### src/rtl/multicycle_alu_pkg.sv
// Shared opcodes, flag bit positions and FSM state type for multicycle_alu.
package multicycle_alu_pkg;

   localparam logic [4:0] OP_A    = 5'd0;
   localparam logic [4:0] OP_B    = 5'd1;
   localparam logic [4:0] OP_NOTA = 5'd2;
   localparam logic [4:0] OP_NOTB = 5'd3;
   localparam logic [4:0] OP_ADD  = 5'd4;
   localparam logic [4:0] OP_ADC  = 5'd5;
   localparam logic [4:0] OP_SUB  = 5'd6;
   localparam logic [4:0] OP_AND  = 5'd7;
   localparam logic [4:0] OP_OR   = 5'd8;
   localparam logic [4:0] OP_XOR  = 5'd9;
   localparam logic [4:0] OP_NAND = 5'd10;
   localparam logic [4:0] OP_LSL  = 5'd11;
   localparam logic [4:0] OP_LSR  = 5'd12;
   localparam logic [4:0] OP_ASR  = 5'd13;
   localparam logic [4:0] OP_CSL  = 5'd14;
   localparam logic [4:0] OP_CSR  = 5'd15;
   localparam logic [4:0] OP_MUL  = 5'd16;
   localparam logic [4:0] OP_DIV  = 5'd17;
   localparam logic [4:0] OP_MOD  = 5'd18;

   localparam int unsigned FLAG_Z = 3;
   localparam int unsigned FLAG_C = 2;
   localparam int unsigned FLAG_N = 1;
   localparam int unsigned FLAG_O = 0;

   typedef enum logic {IDLE, ITER} state_t;

endpackage

### src/rtl/multicycle_alu_iter.sv
// Iterative shift-add multiplier and restoring divider, one bit per step.
// The divider datapath exists only when MULTICYCLE_ALU_DIV_EN is defined.
module multicycle_alu_iter
   import multicycle_alu_pkg::*;
#(
   parameter int unsigned WIDTH = 16
) (
   input  logic               Clock,
   input  logic               Reset,
   input  logic               start,
   input  logic               run,
   input  logic [4:0]         op,
   input  logic [WIDTH-1:0]   a,
   input  logic [WIDTH-1:0]   b,
   output logic               last_step,
   output logic [2*WIDTH-1:0] product,
   output logic [WIDTH-1:0]   quotient,
   output logic [WIDTH-1:0]   remainder
);

   localparam int unsigned CW = $clog2(WIDTH);

   logic [CW-1:0]      step;
   logic [2*WIDTH-1:0] acc;
   logic [2*WIDTH-1:0] mcand;
   logic [WIDTH-1:0]   mplier;

   assign last_step = run && (step == CW'(WIDTH - 1));

   // Results are the next-step values so the final step can be registered directly.
   assign product = mplier[0] ? acc + mcand : acc;

   always_ff @(posedge Clock) begin
      if (Reset) begin
         step   <= '0;
         acc    <= '0;
         mcand  <= '0;
         mplier <= '0;
      end else if (start) begin
         step <= '0;
         if (op == OP_MUL) begin
            acc    <= '0;
            mcand  <= {{WIDTH{1'b0}}, a};
            mplier <= b;
         end
      end else if (run) begin
         step   <= last_step ? '0 : step + CW'(1);
         acc    <= product;
         mcand  <= mcand << 1;
         mplier <= mplier >> 1;
      end
   end

`ifdef MULTICYCLE_ALU_DIV_EN
   logic [WIDTH-1:0] quo;
   logic [WIDTH-1:0] rem;
   logic [WIDTH-1:0] dvsr;
   logic [WIDTH:0]   trial;
   logic [WIDTH:0]   diff;

   always_comb begin
      trial = {rem, quo[WIDTH-1]};
      diff  = trial - {1'b0, dvsr};
      if (diff[WIDTH]) begin
         quotient  = {quo[WIDTH-2:0], 1'b0};
         remainder = trial[WIDTH-1:0];
      end else begin
         quotient  = {quo[WIDTH-2:0], 1'b1};
         remainder = diff[WIDTH-1:0];
      end
   end

   always_ff @(posedge Clock) begin
      if (Reset) begin
         quo  <= '0;
         rem  <= '0;
         dvsr <= '0;
      end else if (start) begin
         if (op != OP_MUL) begin
            quo  <= a;
            rem  <= '0;
            dvsr <= b;
         end
      end else if (run) begin
         quo <= quotient;
         rem <= remainder;
      end
   end
`else
   assign quotient  = '0;
   assign remainder = '0;
`endif

endmodule

### src/rtl/multicycle_alu.sv
// Parametrised ALU: registered single-cycle ops plus iterative MUL/DIV/MOD with
// a Start/Busy/Done handshake. DIV/MOD are built only with MULTICYCLE_ALU_DIV_EN.
module multicycle_alu
   import multicycle_alu_pkg::*;
#(
   parameter int unsigned WIDTH = 16
) (
   input  logic             Clock,
   input  logic             Reset,
   input  logic [WIDTH-1:0] A,
   input  logic [WIDTH-1:0] B,
   input  logic [4:0]       FunSel,
   input  logic             WF,
   input  logic             Start,
   output logic [WIDTH-1:0] ALUOut,
   output logic [3:0]       FlagsOut,
   output logic             Busy,
   output logic             Done
);

   localparam int unsigned MSB = WIDTH - 1;

   state_t             state;
   logic [4:0]         op_q;
   logic               wf_q;

   logic [WIDTH:0]     sum;
   logic [WIDTH-1:0]   sc_res;
   logic [3:0]         sc_flags;
   logic [WIDTH-1:0]   it_res;
   logic [3:0]         it_flags;
   logic [WIDTH-1:0]   dz_res;
   logic [3:0]         dz_flags;

   logic               is_single;
   logic               is_mul;
   logic               is_div;
   logic               div_zero;
   logic               iter_start;
   logic               last_step;
   logic [2*WIDTH-1:0] product;
   logic [WIDTH-1:0]   quotient;
   logic [WIDTH-1:0]   remainder;

   assign is_single = !FunSel[4];
   assign is_mul    = (FunSel == OP_MUL);
`ifdef MULTICYCLE_ALU_DIV_EN
   assign is_div    = (FunSel == OP_DIV) || (FunSel == OP_MOD);
`else
   assign is_div    = 1'b0;
`endif
   assign div_zero   = is_div && (B == '0);
   assign iter_start = Start && (state == IDLE) && (is_mul || (is_div && !div_zero));

   // Unaffected flags default to the current register so WF can write all four.
   always_comb begin
      sum      = '0;
      sc_res   = '0;
      sc_flags = FlagsOut;
      case (FunSel)
         OP_A:    sc_res = A;
         OP_B:    sc_res = B;
         OP_NOTA: sc_res = ~A;
         OP_NOTB: sc_res = ~B;
         OP_ADD, OP_ADC: begin
            sum = {1'b0, A} + {1'b0, B}
                + {{WIDTH{1'b0}}, (FunSel == OP_ADC) & FlagsOut[FLAG_C]};
            sc_res           = sum[MSB:0];
            sc_flags[FLAG_C] = sum[WIDTH];
            sc_flags[FLAG_O] = (A[MSB] == B[MSB]) && (sc_res[MSB] != A[MSB]);
         end
         OP_SUB: begin
            sum              = {1'b0, A} + {1'b0, ~B} + (WIDTH+1)'(1);
            sc_res           = sum[MSB:0];
            sc_flags[FLAG_C] = ~sum[WIDTH];
            sc_flags[FLAG_O] = (A[MSB] != B[MSB]) && (sc_res[MSB] != A[MSB]);
         end
         OP_AND:  sc_res = A & B;
         OP_OR:   sc_res = A | B;
         OP_XOR:  sc_res = A ^ B;
         OP_NAND: sc_res = ~(A & B);
         OP_LSL: begin
            sc_res           = {A[MSB-1:0], 1'b0};
            sc_flags[FLAG_C] = A[MSB];
         end
         OP_LSR: begin
            sc_res           = {1'b0, A[MSB:1]};
            sc_flags[FLAG_C] = A[0];
         end
         OP_ASR: begin
            sc_res           = {A[MSB], A[MSB:1]};
            sc_flags[FLAG_C] = A[0];
         end
         OP_CSL: begin
            sc_res           = {A[MSB-1:0], A[MSB]};
            sc_flags[FLAG_C] = A[MSB];
         end
         OP_CSR: begin
            sc_res           = {A[0], A[MSB:1]};
            sc_flags[FLAG_C] = A[0];
         end
         default: ;
      endcase
      sc_flags[FLAG_Z] = (sc_res == '0);
      sc_flags[FLAG_N] = sc_res[MSB];
   end

   always_comb begin
      if (op_q == OP_MUL)      it_res = product[MSB:0];
      else if (op_q == OP_DIV) it_res = quotient;
      else                     it_res = remainder;
      it_flags         = '0;
      it_flags[FLAG_Z] = (it_res == '0);
      it_flags[FLAG_N] = it_res[MSB];
      it_flags[FLAG_C] = (op_q == OP_MUL) && (product[2*WIDTH-1:WIDTH] != '0);
   end

   always_comb begin
      dz_res           = (FunSel == OP_DIV) ? '1 : A;
      dz_flags         = '0;
      dz_flags[FLAG_Z] = (dz_res == '0);
      dz_flags[FLAG_N] = dz_res[MSB];
      dz_flags[FLAG_O] = 1'b1;
   end

   multicycle_alu_iter #(.WIDTH(WIDTH)) u_iter (
      .Clock     (Clock),
      .Reset     (Reset),
      .start     (iter_start),
      .run       (state == ITER),
      .op        (FunSel),
      .a         (A),
      .b         (B),
      .last_step (last_step),
      .product   (product),
      .quotient  (quotient),
      .remainder (remainder)
   );

   always_ff @(posedge Clock) begin
      if (Reset) begin
         state    <= IDLE;
         op_q     <= '0;
         wf_q     <= 1'b0;
         ALUOut   <= '0;
         FlagsOut <= '0;
         Busy     <= 1'b0;
         Done     <= 1'b0;
      end else begin
         Done <= 1'b0;
         case (state)
            IDLE: begin
               if (iter_start) begin
                  state <= ITER;
                  Busy  <= 1'b1;
                  op_q  <= FunSel;
                  wf_q  <= WF;
               end else if (Start) begin
                  Done <= 1'b1;
                  if (is_single) begin
                     ALUOut <= sc_res;
                     if (WF) FlagsOut <= sc_flags;
                  end else if (div_zero) begin
                     ALUOut <= dz_res;
                     if (WF) FlagsOut <= dz_flags;
                  end else begin
                     ALUOut <= '0;
                  end
               end
            end
            ITER: begin
               if (last_step) begin
                  state  <= IDLE;
                  Busy   <= 1'b0;
                  Done   <= 1'b1;
                  ALUOut <= it_res;
                  if (wf_q) FlagsOut <= it_flags;
               end
            end
            default: state <= IDLE;
         endcase
      end
   end

endmodule

### config.mk
export PLATFORM = sky130hd
export DESIGN_NAME = multicycle_alu
export DESIGN_NICKNAME = d
export VERILOG_FILES = /design/src/rtl/multicycle_alu_pkg.sv /design/src/rtl/multicycle_alu_iter.sv /design/src/rtl/multicycle_alu.sv
export SDC_FILE = /design/constraint.sdc
export NUM_CORES = 1
export LEC_CHECK = 0
export BUFFER_PORTS_ARGS = -buffer_cell sky130_fd_sc_hd__buf_4
export CAP_MARGIN = 20
export CORE_MARGIN = 8
export CORE_UTILIZATION = 30
export CTS_CLUSTER_SIZE = 25
export DETAILED_ROUTE_END_ITERATION = 16
export GPL_TIMING_DRIVEN = 0
export PLACE_DENSITY_LB_ADDON = 0.08
export SLEW_MARGIN = 25
export SYNTH_ARGS = -nofsm -noshare
export SYNTH_HDL_FRONTEND = slang
export SYNTH_HIERARCHICAL = 1
export SYNTH_SLANG_ARGS = --single-unit
### constraint.sdc
create_clock -name Clock -period 3.98 [get_ports Clock]
set_clock_uncertainty 0.05 [all_clocks]
set_input_delay 0.199 -clock Clock [delete_from_list [all_inputs] [get_ports Clock]]
set_output_delay 0.199 -clock Clock [all_outputs]
set_load 0.01 [all_outputs]
==> results_dict.tcl <==
set metrics [dict create \
    cts_buffers 17 \
    avgSynthCellArea_um2 7.86 \
    finalMaxSlewViolations 0 \
    p_leak_nw 4.98 \
    slew_headroom_pct 33.9 \
    post_drt_wl_per_cell_um 21.8 \
    grt_first_pass_wirelength_mm 64.9 \
    yosys.area_share.simple_pct 19.9 \
    fin_crit_sh_pct 97.4 \
    synth-edff-count 0 \
    overflow 0 \
    drtIter0Drc 970 \
    wl_mm 42.8 \
    place_hpwl_mm 32.7 \
    synthToLayoutAreaGrowth_pct 18.7 \
    stdcell_area_mm2 0.0127 \
    synthMuxAreaShare_pct 8.01 \
    grt_pass1_vias 10510 \
    rsz0062_at_grt "yes" \
    antenna_found_initial 0 \
    ys_seq_area_share_pct 21.1 \
    maxCapViolCount 0 \
    cellPowerDensity_mw_per_mm2 264 \
    gp_congestion 0.940 \
    yosysUniqueCellTypes 104 \
    routed_via_density 5.57 \
    r2r-start "u_iter/mcand[0]" \
    post_dp_cell_area_mm2 0.0119 \
    synthesis.area_mm2 0.0107 \
    ios 63 \
    hp-start "B[15]" \
    synth_top_family_by_area "compound AO/OA/AOI/OAI gates" \
    end_kind "flop" \
    synth_compound_gate_area_share_pct 28.6 \
    yosys_warnings 6 \
    ys_ff_latch 113 \
    path_clk_slew_ps 60 \
    cts-root-buf "clkbuf_16" \
    numPortBuffers 62 \
    drive_gt1_share_pct 17.6 \
    cts_tree "yes" \
    irDropWorstVdd_v 0.000322 \
    hold_class "input port to flop" \
    clk-insertion-delay-late_ps 440 \
    r2r_setup_slack_ps 140 \
    synthFlopType "dfxtp_1" \
    synthCells 1363 \
    crit_type "input port to flop" \
    initial_core_util_pct 30.3 \
    cp_max_fo 10 \
    htree_levels 4 \
    setup.worst_path.start "FunSel[3]" \
    hold_viol_final 0 \
    period_needed_ps 3880 \
    setup_violations 0 \
    grt_util_all_layers_pct 20.1 \
    grt_max_degree 17 \
    die_area_mm2 0.0420 \
    die_height_um 205 \
    synthArstFlopShare_pct 0 \
    startpoint_type "input port" \
    cp.required_ps 4310 \
    fmax_mhz 258 \
    die_w_um 205 \
    nets 1612 \
    whs_ps 25.5 \
    cts.sinks 113 \
    tightestPinTransition_ps 966 \
    first_pass_iters 5 \
    synth-xor-area-share_pct 3.68 \
    rows 69 \
    core_mm2 0.0354 \
    worstPathArrival_ps 4210 \
    cts_max_path_buffers 2 \
    vias 10911 \
    drc 0 \
    status "finished clean" \
    postRouteAntennaNets 0 \
    yosys.area_share.adder_pct 10.1 \
]
## final timing paths
path                       endpoint  cells after the start
hold reg to reg                Busy                      2
setup reg to reg        FlagsOut[2]                     17
hold / removal    u_iter/mplier[15]                      3
setup / recovery        FlagsOut[3]                     17
## final cells by class
class	count	area [um2]
diodes	1	2.50
multi-input cells	1097	7840
well taps	461	577
plain buffers	129	727
fillers	3743	22700
flip-flops and latches	113	2270
clock buffers	25	515
inverters	55	206
repair buffers	74	558
clock inverters	5	27.5
## sequential cells by signal (all words and copies together) (netlist names)
register and cells:
u_iter/acc 32, u_iter/mcand 32, ALUOut 16, u_iter/mplier 16
op_q 5, FlagsOut 4, u_iter/step 4, Busy 1
Done 1, state 1, wf_q 1
## kinds of logic (layout without fill, tap and decap cells)
group / count (synthesis) / in the layout
AO/OA/AOI/OAI: 429 / 429
XOR/XNOR: 45 / 45
adder cells (fa/ha/maj): 84 / 84
buffers and inverters: 184 / 288
flip-flops: 113 / 113
multiplexers: 82 / 82
other: 1 / 33
AND/OR/NAND/NOR: 425 / 425
## power breakdown
part,leakage [nW],total (mW),internal [mW],switching [mW]
clock,0.271,1.43,0.881,0.550
combinational,3.79,0.757,0.273,0.484
sequential,0.915,1.16,1.15,0.0135
## per-layer routing
| layer | part of all wire, % | wire, um | vias to the layer above | global-route usage, % |
|---|---|---|---|---|
| met2 | 42 | 18000 | 327 | 29.5 |
| met1 | 50 | 21300 | 5278 | 29.2 |
| met3 | 5.8 | 2480 | 62 | 4.02 |
| li1 | - | - | 5244 | - |
| met5 | 0 | 0 | - | 0 |
| met4 | 2.4 | 1020 | 0 | 5.95 |
## critical path, cell delays in order
cell and delay, ps:
buf_4 140, buf_2 180, nand2b_2 240, nor3_4 250
clkbuf_8 210, nand3_1 150, fa_2 410, fa_2 400
nor2b_4 160, o2111ai_4 190, a21oi_2 190, o21ai_1 80
a211o_1 280, a2111o_1 550, nor3_1 200, and4b_1 210
a41o_1 160
## what timing repair did
action	CTS	global route
setup buffers	6	4
resized for setup	19	20
hold endpoints to repair	1	0
hold buffers	1	0
endpoints found under the setup margin	17	3
pin swaps	11	22
cloned	0	0
## through the flow
stage | power [mW] | worst slack, ps | TNS, ps | utilization [%] | cells
CTS | 3.38 | 5.27 | 0 | 35.5 | 1955
detailed placement | 1.92 | -1340 | -14410 | 33.6 | 1918
global placement | 1.92 | -1430 | -15850 | 33.5 | 1917
finish | 3.35 | 103 | 0 | 35.9 | 1960
global route | 3.50 | -56.7 | -80.4 | 35.9 | 1959
floorplan | 1.63 | 130 | 0 | - | 1394
## Yosys cell counts (5+ instances only)
cell type  instances  share of area (%)
a2111oi_0          7               0.57
a211oi_1          49                3.4
a21o_1            17                1.2
a21oi_1          121                5.7
a221o_1           11                1.0
a221oi_1           9               0.74
a22o_1            10               0.82
a22oi_1           30                2.1
and2_1             8               0.47
and4_1             6               0.49
buf_1              8               0.28
buf_2             25                1.2
buf_4             39                2.7
buf_6              6               0.63
clkbuf_1          50                1.8
dfxtp_1          113                 21
ha_1              80                9.3
inv_1             55                1.9
mux2_2            29                3.0
mux2i_1           52                4.9
nand2_1           98                3.4
nand2b_1          13               0.76
nand3_1           59                2.8
nand3b_1           5               0.35
nand4_1            9               0.53
nor2_1           133                4.7
nor2b_1            8               0.47
nor3_1            24                1.1
nor4_1            14               0.82
o2111ai_1          5               0.41
o211ai_1          10               0.70
o21a_1             5               0.35
o21ai_0           44                2.1
o21ai_1           10               0.47
o21bai_1          12               0.84
o221ai_1           5               0.41
o22ai_1           12               0.70
o31ai_1           11               0.77
xnor2_1           29                2.4
xor2_1            16                1.3
## cell usage in the layout, fill, tap and decap left out, drive strengths merged, types with 18 or more instances in the layout
cell and instances:
nor3 27, mux2 30, buf 151, conb 32, inv 55, dfxtp 113, mux2i 52, a21o 18
nand2 99, a211oi 51, xnor2 29, a21oi 124, nor2 134, a22oi 30, clkbuf 76, nand3 59
o21ai 56, ha 80
Note: power is estimated with default switching activity, not from simulation.
